[src/rtl/ups_rst_seq.sv]
// Staged reset sequencer: power-on reset, then ordered, staggered release of NUM_CH
// reset domains, with per-channel re-reset that re-runs the release from that channel.
module ups_rst_seq #(
    parameter int NUM_CH         = 4,
    parameter int CNT_W          = 8,
    parameter int POR_CYCLES     = 255,
    parameter int HOLD_CYCLES    = 255,
    parameter int STAGGER_CYCLES = 16
) (
    input  logic              clk,
    input  logic              rst,
    input  logic [NUM_CH-1:0] rst_req,
    output logic              por_n,
    output logic [NUM_CH-1:0] rst_n,
    output logic              seq_busy,
    output logic              seq_done,
    output logic [1:0]        seq_state
);

    localparam int IDX_W = $clog2(NUM_CH + 1);
    localparam logic [CNT_W-1:0] POR_LAST  = CNT_W'(POR_CYCLES - 1);
    localparam logic [CNT_W-1:0] HOLD_LAST = CNT_W'(HOLD_CYCLES - 1);
    localparam logic [CNT_W-1:0] STAG_LAST = CNT_W'(STAGGER_CYCLES - 1);
    localparam logic [IDX_W-1:0] LAST_CH   = IDX_W'(NUM_CH - 1);

    typedef enum logic [1:0] {
        ST_POR     = 2'd0,
        ST_HOLD    = 2'd1,
        ST_RELEASE = 2'd2,
        ST_RUN     = 2'd3
    } state_t;

    state_t            state;
    logic [CNT_W-1:0]  cnt;
    // In HOLD, idx is the channel being held; in RELEASE, the next channel to release.
    logic [IDX_W-1:0]  idx;

    logic [IDX_W-1:0]  req_ch;
    logic [IDX_W-1:0]  held_ch;
    logic [IDX_W-1:0]  new_start;
    logic [NUM_CH-1:0] keep_mask;
    logic [NUM_CH-1:0] rel_mask;

    // A request restarts from the lower of the requested channel and the lowest
    // channel still in reset, so the thermometer shape of rst_n is preserved.
    always_comb begin
        req_ch    = IDX_W'(NUM_CH);
        held_ch   = IDX_W'(NUM_CH);
        keep_mask = '0;
        rel_mask  = '0;
        for (int i = NUM_CH - 1; i >= 0; i--) begin
            if (rst_req[i]) req_ch = IDX_W'(i);
            if (!rst_n[i])  held_ch = IDX_W'(i);
        end
        new_start = (req_ch < held_ch) ? req_ch : held_ch;
        for (int i = 0; i < NUM_CH; i++) begin
            keep_mask[i] = (IDX_W'(i) < new_start);
            rel_mask[i]  = (IDX_W'(i) == idx);
        end
    end

    always_ff @(posedge clk) begin
        if (rst) begin
            state    <= ST_POR;
            cnt      <= '0;
            idx      <= '0;
            por_n    <= 1'b0;
            rst_n    <= '0;
            seq_done <= 1'b0;
        end else begin
            seq_done <= 1'b0;
            if (state != ST_POR && (|rst_req)) begin
                rst_n <= rst_n & keep_mask;
                cnt   <= '0;
                idx   <= new_start;
                state <= ST_HOLD;
            end else begin
                case (state)
                    ST_POR: begin
                        if (cnt == POR_LAST) begin
                            por_n <= 1'b1;
                            cnt   <= '0;
                            idx   <= '0;
                            state <= ST_HOLD;
                        end else begin
                            cnt <= cnt + 1'b1;
                        end
                    end
                    ST_HOLD: begin
                        if (cnt == HOLD_LAST) begin
                            rst_n <= rst_n | rel_mask;
                            cnt   <= '0;
                            if (idx == LAST_CH) begin
                                seq_done <= 1'b1;
                                state    <= ST_RUN;
                            end else begin
                                idx   <= idx + 1'b1;
                                state <= ST_RELEASE;
                            end
                        end else begin
                            cnt <= cnt + 1'b1;
                        end
                    end
                    ST_RELEASE: begin
                        if (cnt == STAG_LAST) begin
                            rst_n <= rst_n | rel_mask;
                            cnt   <= '0;
                            if (idx == LAST_CH) begin
                                seq_done <= 1'b1;
                                state    <= ST_RUN;
                            end else begin
                                idx <= idx + 1'b1;
                            end
                        end else begin
                            cnt <= cnt + 1'b1;
                        end
                    end
                    default: begin
                        cnt <= '0;
                    end
                endcase
            end
        end
    end

    assign seq_busy  = ~por_n | ~(&rst_n);
    assign seq_state = state;

endmodule

[config.mk]
export PLATFORM = sky130hd
export DESIGN_NAME = ups_rst_seq
export DESIGN_NICKNAME = d
export VERILOG_FILES = /design/src/rtl/ups_rst_seq.sv
export SDC_FILE = /design/constraint.sdc
export NUM_CORES = 1
export LEC_CHECK = 0
export ABC_CLOCK_PERIOD_IN_PS = 2029
export CAP_MARGIN = 20
export CORE_ASPECT_RATIO = 0.5
export CORE_MARGIN = 10
export CORE_UTILIZATION = 50
export CTS_BUF_LIST = sky130_fd_sc_hd__clkbuf_4 sky130_fd_sc_hd__clkbuf_8 sky130_fd_sc_hd__clkbuf_16
export DETAILED_ROUTE_END_ITERATION = 6
export GPL_ROUTABILITY_DRIVEN = 0
export PLACE_DENSITY = 0.85
export SLEW_MARGIN = 20
export SYNTH_ARGS = -nofsm -noshare
export SYNTH_HDL_FRONTEND = slang
export SYNTH_SLANG_ARGS = --single-unit
[constraint.sdc]
create_clock -name clk -period 2.03 [get_ports clk]
set_clock_uncertainty 0.1 [all_clocks]
set_input_delay 0.406 -clock clk [delete_from_list [all_inputs] [get_ports clk]]
set_output_delay 0.406 -clock clk [all_outputs]
set_load 0.05 [all_outputs]
==> Implementation_results.wiki <==
{| class="wikitable"
! Metric !! Value
|-
| Slowest-stage cell, CP || sky130_fd_sc_hd__dfxtp_4
|-
| Total inserted antenna cells || 0
|-
| Floorplan row count || 12
|-
| Final count of negative-setup-slack endpoints || 5
|-
| Most common cell in the synthesized netlist || sky130_fd_sc_hd__nor2_1
|-
| Area contributors post-synth || sky130_fd_sc_hd__dfxtp_1, sky130_fd_sc_hd__ha_1, sky130_fd_sc_hd__nor2_1, sky130_fd_sc_hd__nor3_1, sky130_fd_sc_hd__a211oi_1
|-
| Deepest clock path buffer count || 2
|-
| Register area share after synthesis || between 20% and 30%
|-
| Met1 wire length || approximately 1700 µm
|-
| Primary flip-flop cell chosen by synthesis mapping || sky130_fd_sc_hd__dfxtp_1
|-
| Initial antenna violation count || 0
|-
| Depth of the critical timing path with buffers and inverters included || 9
|-
| Upper clock frequency limit || around 440 MHz
|-
| Max Fanout on Critical Path || 5
|-
| Worst slack after detailed placement || -646 ps
|-
| Count of nets left with antenna violations after detail routing || 0
|-
| Power density relative to cell area || 1040 mW/mm²
|-
| Crit Path Class || flop to flop
|-
| Netlist cell types || 45
|-
| Post-synthesis cell count || between 150 and 200
|-
| Final count of pins violating max slew || 0
|-
| WP buf/inv || 1
|-
| Number of sinks driven by the clock tree || 19
|-
| DPL Wire Length || between 2000 and 3000 µm
|-
| Area growth syn-to-layout || 43.7%
|-
| Placed cell count || between 200 and 250
|-
| Die height || approximately 56 µm
|-
| Vias after detailed routing || ~1400
|-
| Nature of the critical path startpoint || flop
|-
| Starting DRT DRC Count || approximately 100
|-
| Worst-path clk slew || ~70 ps
|-
| Area of the die || between 0.005 and 0.006 mm²
|-
| Violated checks || setup timing
|-
| Number of buffers inserted by hold repair at cts || 0
|-
| Average cell area after synthesis || slightly above 8 µm²
|-
| Post-route setup slack || -237 ps
|-
| Worst path max stage delay || roughly 370 ps
|-
| Clock tree from TritonCTS || yes
|-
| Final cell count without fillers || 240
|-
| Crit end category || flop
|-
| Leading area contributor after synthesis || sky130_fd_sc_hd__dfxtp_1
|-
| Global router's overall resource usage || ~14%
|-
| CP arrival || between 2000 and 2500 ps
|-
| Area occupied by registers || around 400 µm²
|-
| Max-capacitance violation count || 0
|-
| Layout fillers || 131
|-
| Routed wire length on met2 || between 2000 and 2500 µm
|-
| Portion of the clock cycle consumed by the worst path in the final layout || 112%
|-
| Normalized max-slew margin || between 60% and 70%
|-
| Horizontal die dimension || around 92 µm
|-
| Transition time at the pin with the least slew margin || ~510 ps
|-
| Min-delay worst type || flop to flop
|-
| Data required, critical path || 2100 ps
|-
| Overall routed net length || approximately 4300 µm
|-
| Initial standard-cell utilization of the core || between 50% and 60%
|-
| Core area || approximately 0.0024 mm²
|-
| Kind of cell with the highest combined delay on the critical path || compound AO/OA/AOI/OAI gates
|-
| Via count of the first global-routing pass || between 1000 and 1500
|-
| Amount of wire on met3 after detailed routing || approximately 320 µm
|-
| Cell breakdown of the critical path || nand2_2 > a21oi_2 > inv_2 > ha_4 > o21ai_0 > nand2b_1 > a21boi_1 > o21ai_0 > a311oi_1
|-
| Average via count per standard cell || about 5.8
|-
| Number of primary I/O pins || 15
|-
| Setup repair after global routing missed its margin || yes
|-
| Yosys top cell area share || between 20% and 30%
|-
| Number of flops mapped to enable cells by yosys || 0
|-
| CP dominant cell by count || sky130_fd_sc_hd__o21ai_0
|-
| R2R depth || 9
|-
| Routed length per instance || between 15 and 20 µm
|-
| TritonCTS buffer count || 3
|-
| Length of the first detailed-routing pass in iterations || 4
|-
| First-pass GRT wire length || between 6000 and 7000 µm
|-
| Multi-input gate area in the final layout || around 990 µm²
|-
| CTS H-tree lvls || 1
|-
| VDD IR-drop max || about 650 µV
|-
| Register-to-register setup slack || -240 ps
|-
| Synth Net Count || approximately 180
|-
| Final hold vios || 0
|-
| Most instantiated cells after synthesis || sky130_fd_sc_hd__nor2_1, sky130_fd_sc_hd__dfxtp_1, sky130_fd_sc_hd__ha_1
|-
| Input/output buffers || 14
|-
| DRC violations left || 0
|-
| Share of final-layout standard cells stronger than drive strength 1 || around two fifths
|-
| Worst hold path cell count || 1
|-
| Remaining global-route overflow || 0
|-
| Number of synthesized register bits || 19
|-
| Layout Nets || 226
|-
| Status || finished with violations
|-
| Clock latency of the later-clocked register in the worst-skew pair || around 260 ps
|-
| Total standard cell area after synthesis || about 0.0013 mm²
|-
| Final critical-path required period || 2270 ps
|-
| Leakage || around 0.00077 µW
|-
| Proportion of synthesized flip-flops having asynchronous set or reset || 0%
|-
| Pin count of the biggest net entering global routing || 12
|-
| Synth warnings || 0
|-
| Max Used Layer || met4
|-
| Clock root cell || sky130_fd_sc_hd__clkbuf_8
|}
==> metal layers <==
metal | GRT usage (%) | vias to the layer above
li1 | - | 670
met1 | 15.7 | 656
met2 | 25.4 | 60
met3 | 4.56 | 16
met4 | 3.25 | 0
met5 | 0 | -
==> power breakdown <==
| part | leakage, µW | switching (µW) | internal, µW | total [µW] |
|---|---|---|---|---|
| Combinational | 0.000591 | 679 | 502 | 1180 |
| Sequential | 0.000159 | 70.5 | 448 | 518 |
| Clock | 0.0000255 | 130 | 137 | 267 |
==> area by class of cell <==
type	count	share of cell area (%)
Tap cell	35	2.32
Sequential cell	19	21.2
Inverter	12	2.52
Timing Repair Buffer	46	19.0
Clock inverter	1	0.265
Clock buffer	3	2.19
Multi-Input combinational cell	124	52.4
==> through the flow <==
step	area [µm²]	hold WS [ps]	TNS, ps	power, µW	utilization (%)
global route	1890	405	-888	2090	80.0
detailed placement	1660	390	-5790	1550	70.5
global placement	1660	377	-5430	1530	70.5
floorplan	1340	349	-7.31	1170	-
finish	1890	369	-551	1970	80.0
CTS	1790	407	0	1850	75.9
==> final timing paths <==
| path | from | to |
|---|---|---|
| worst max-delay path | rst_n[1]$_SDFFE_PP0P_ | idx[0]$_SDFFE_PP0P_ |
| worst min-delay path | cnt[0]$_SDFF_PP0_ | cnt[0]$_SDFF_PP0_ |
| worst max register to register | rst_n[1]$_SDFFE_PP0P_ | idx[0]$_SDFFE_PP0P_ |
| worst min register to register | cnt[0]$_SDFF_PP0_ | cnt[0]$_SDFF_PP0_ |
==> kinds of logic after synthesis <==
| logic type | count (synthesis) | share of synthesized area, % |
|---|---|---|
| xor+xnor | 6 | 4.00 |
| buf+inv | 16 | 4.77 |
| fa+ha+maj | 14 | 13.3 |
| compound gates | 35 | 19.8 |
| simple gates | 68 | 28.3 |
| flops | 19 | 29.0 |
| mux | 1 | 0.763 |
==> layout by cell type (no fill, tap or decap), drive strengths merged, types with 7 or more instances in the layout <==
master   n
o21ai    7
buf     41
inv     12
nand3    7
nor2    21
nor3    10
ha      14
nand2    9
dfxtp   19
==> state kept, by name (all words and copies together), names as in the netlist <==
signal,cells
cnt,8
seq_state,2
por_n,1
idx,3
seq_done,1
rst_n,4
==> timing repair <==
item | 4_1_cts | 5_1_grt
setup endpoints to repair | 11 | 6
pin swaps | 6 | 12
resized for setup | 23 | 17
buffers inserted | 2 | 7
No activity file was read; power rests on OpenSTA's default activity.
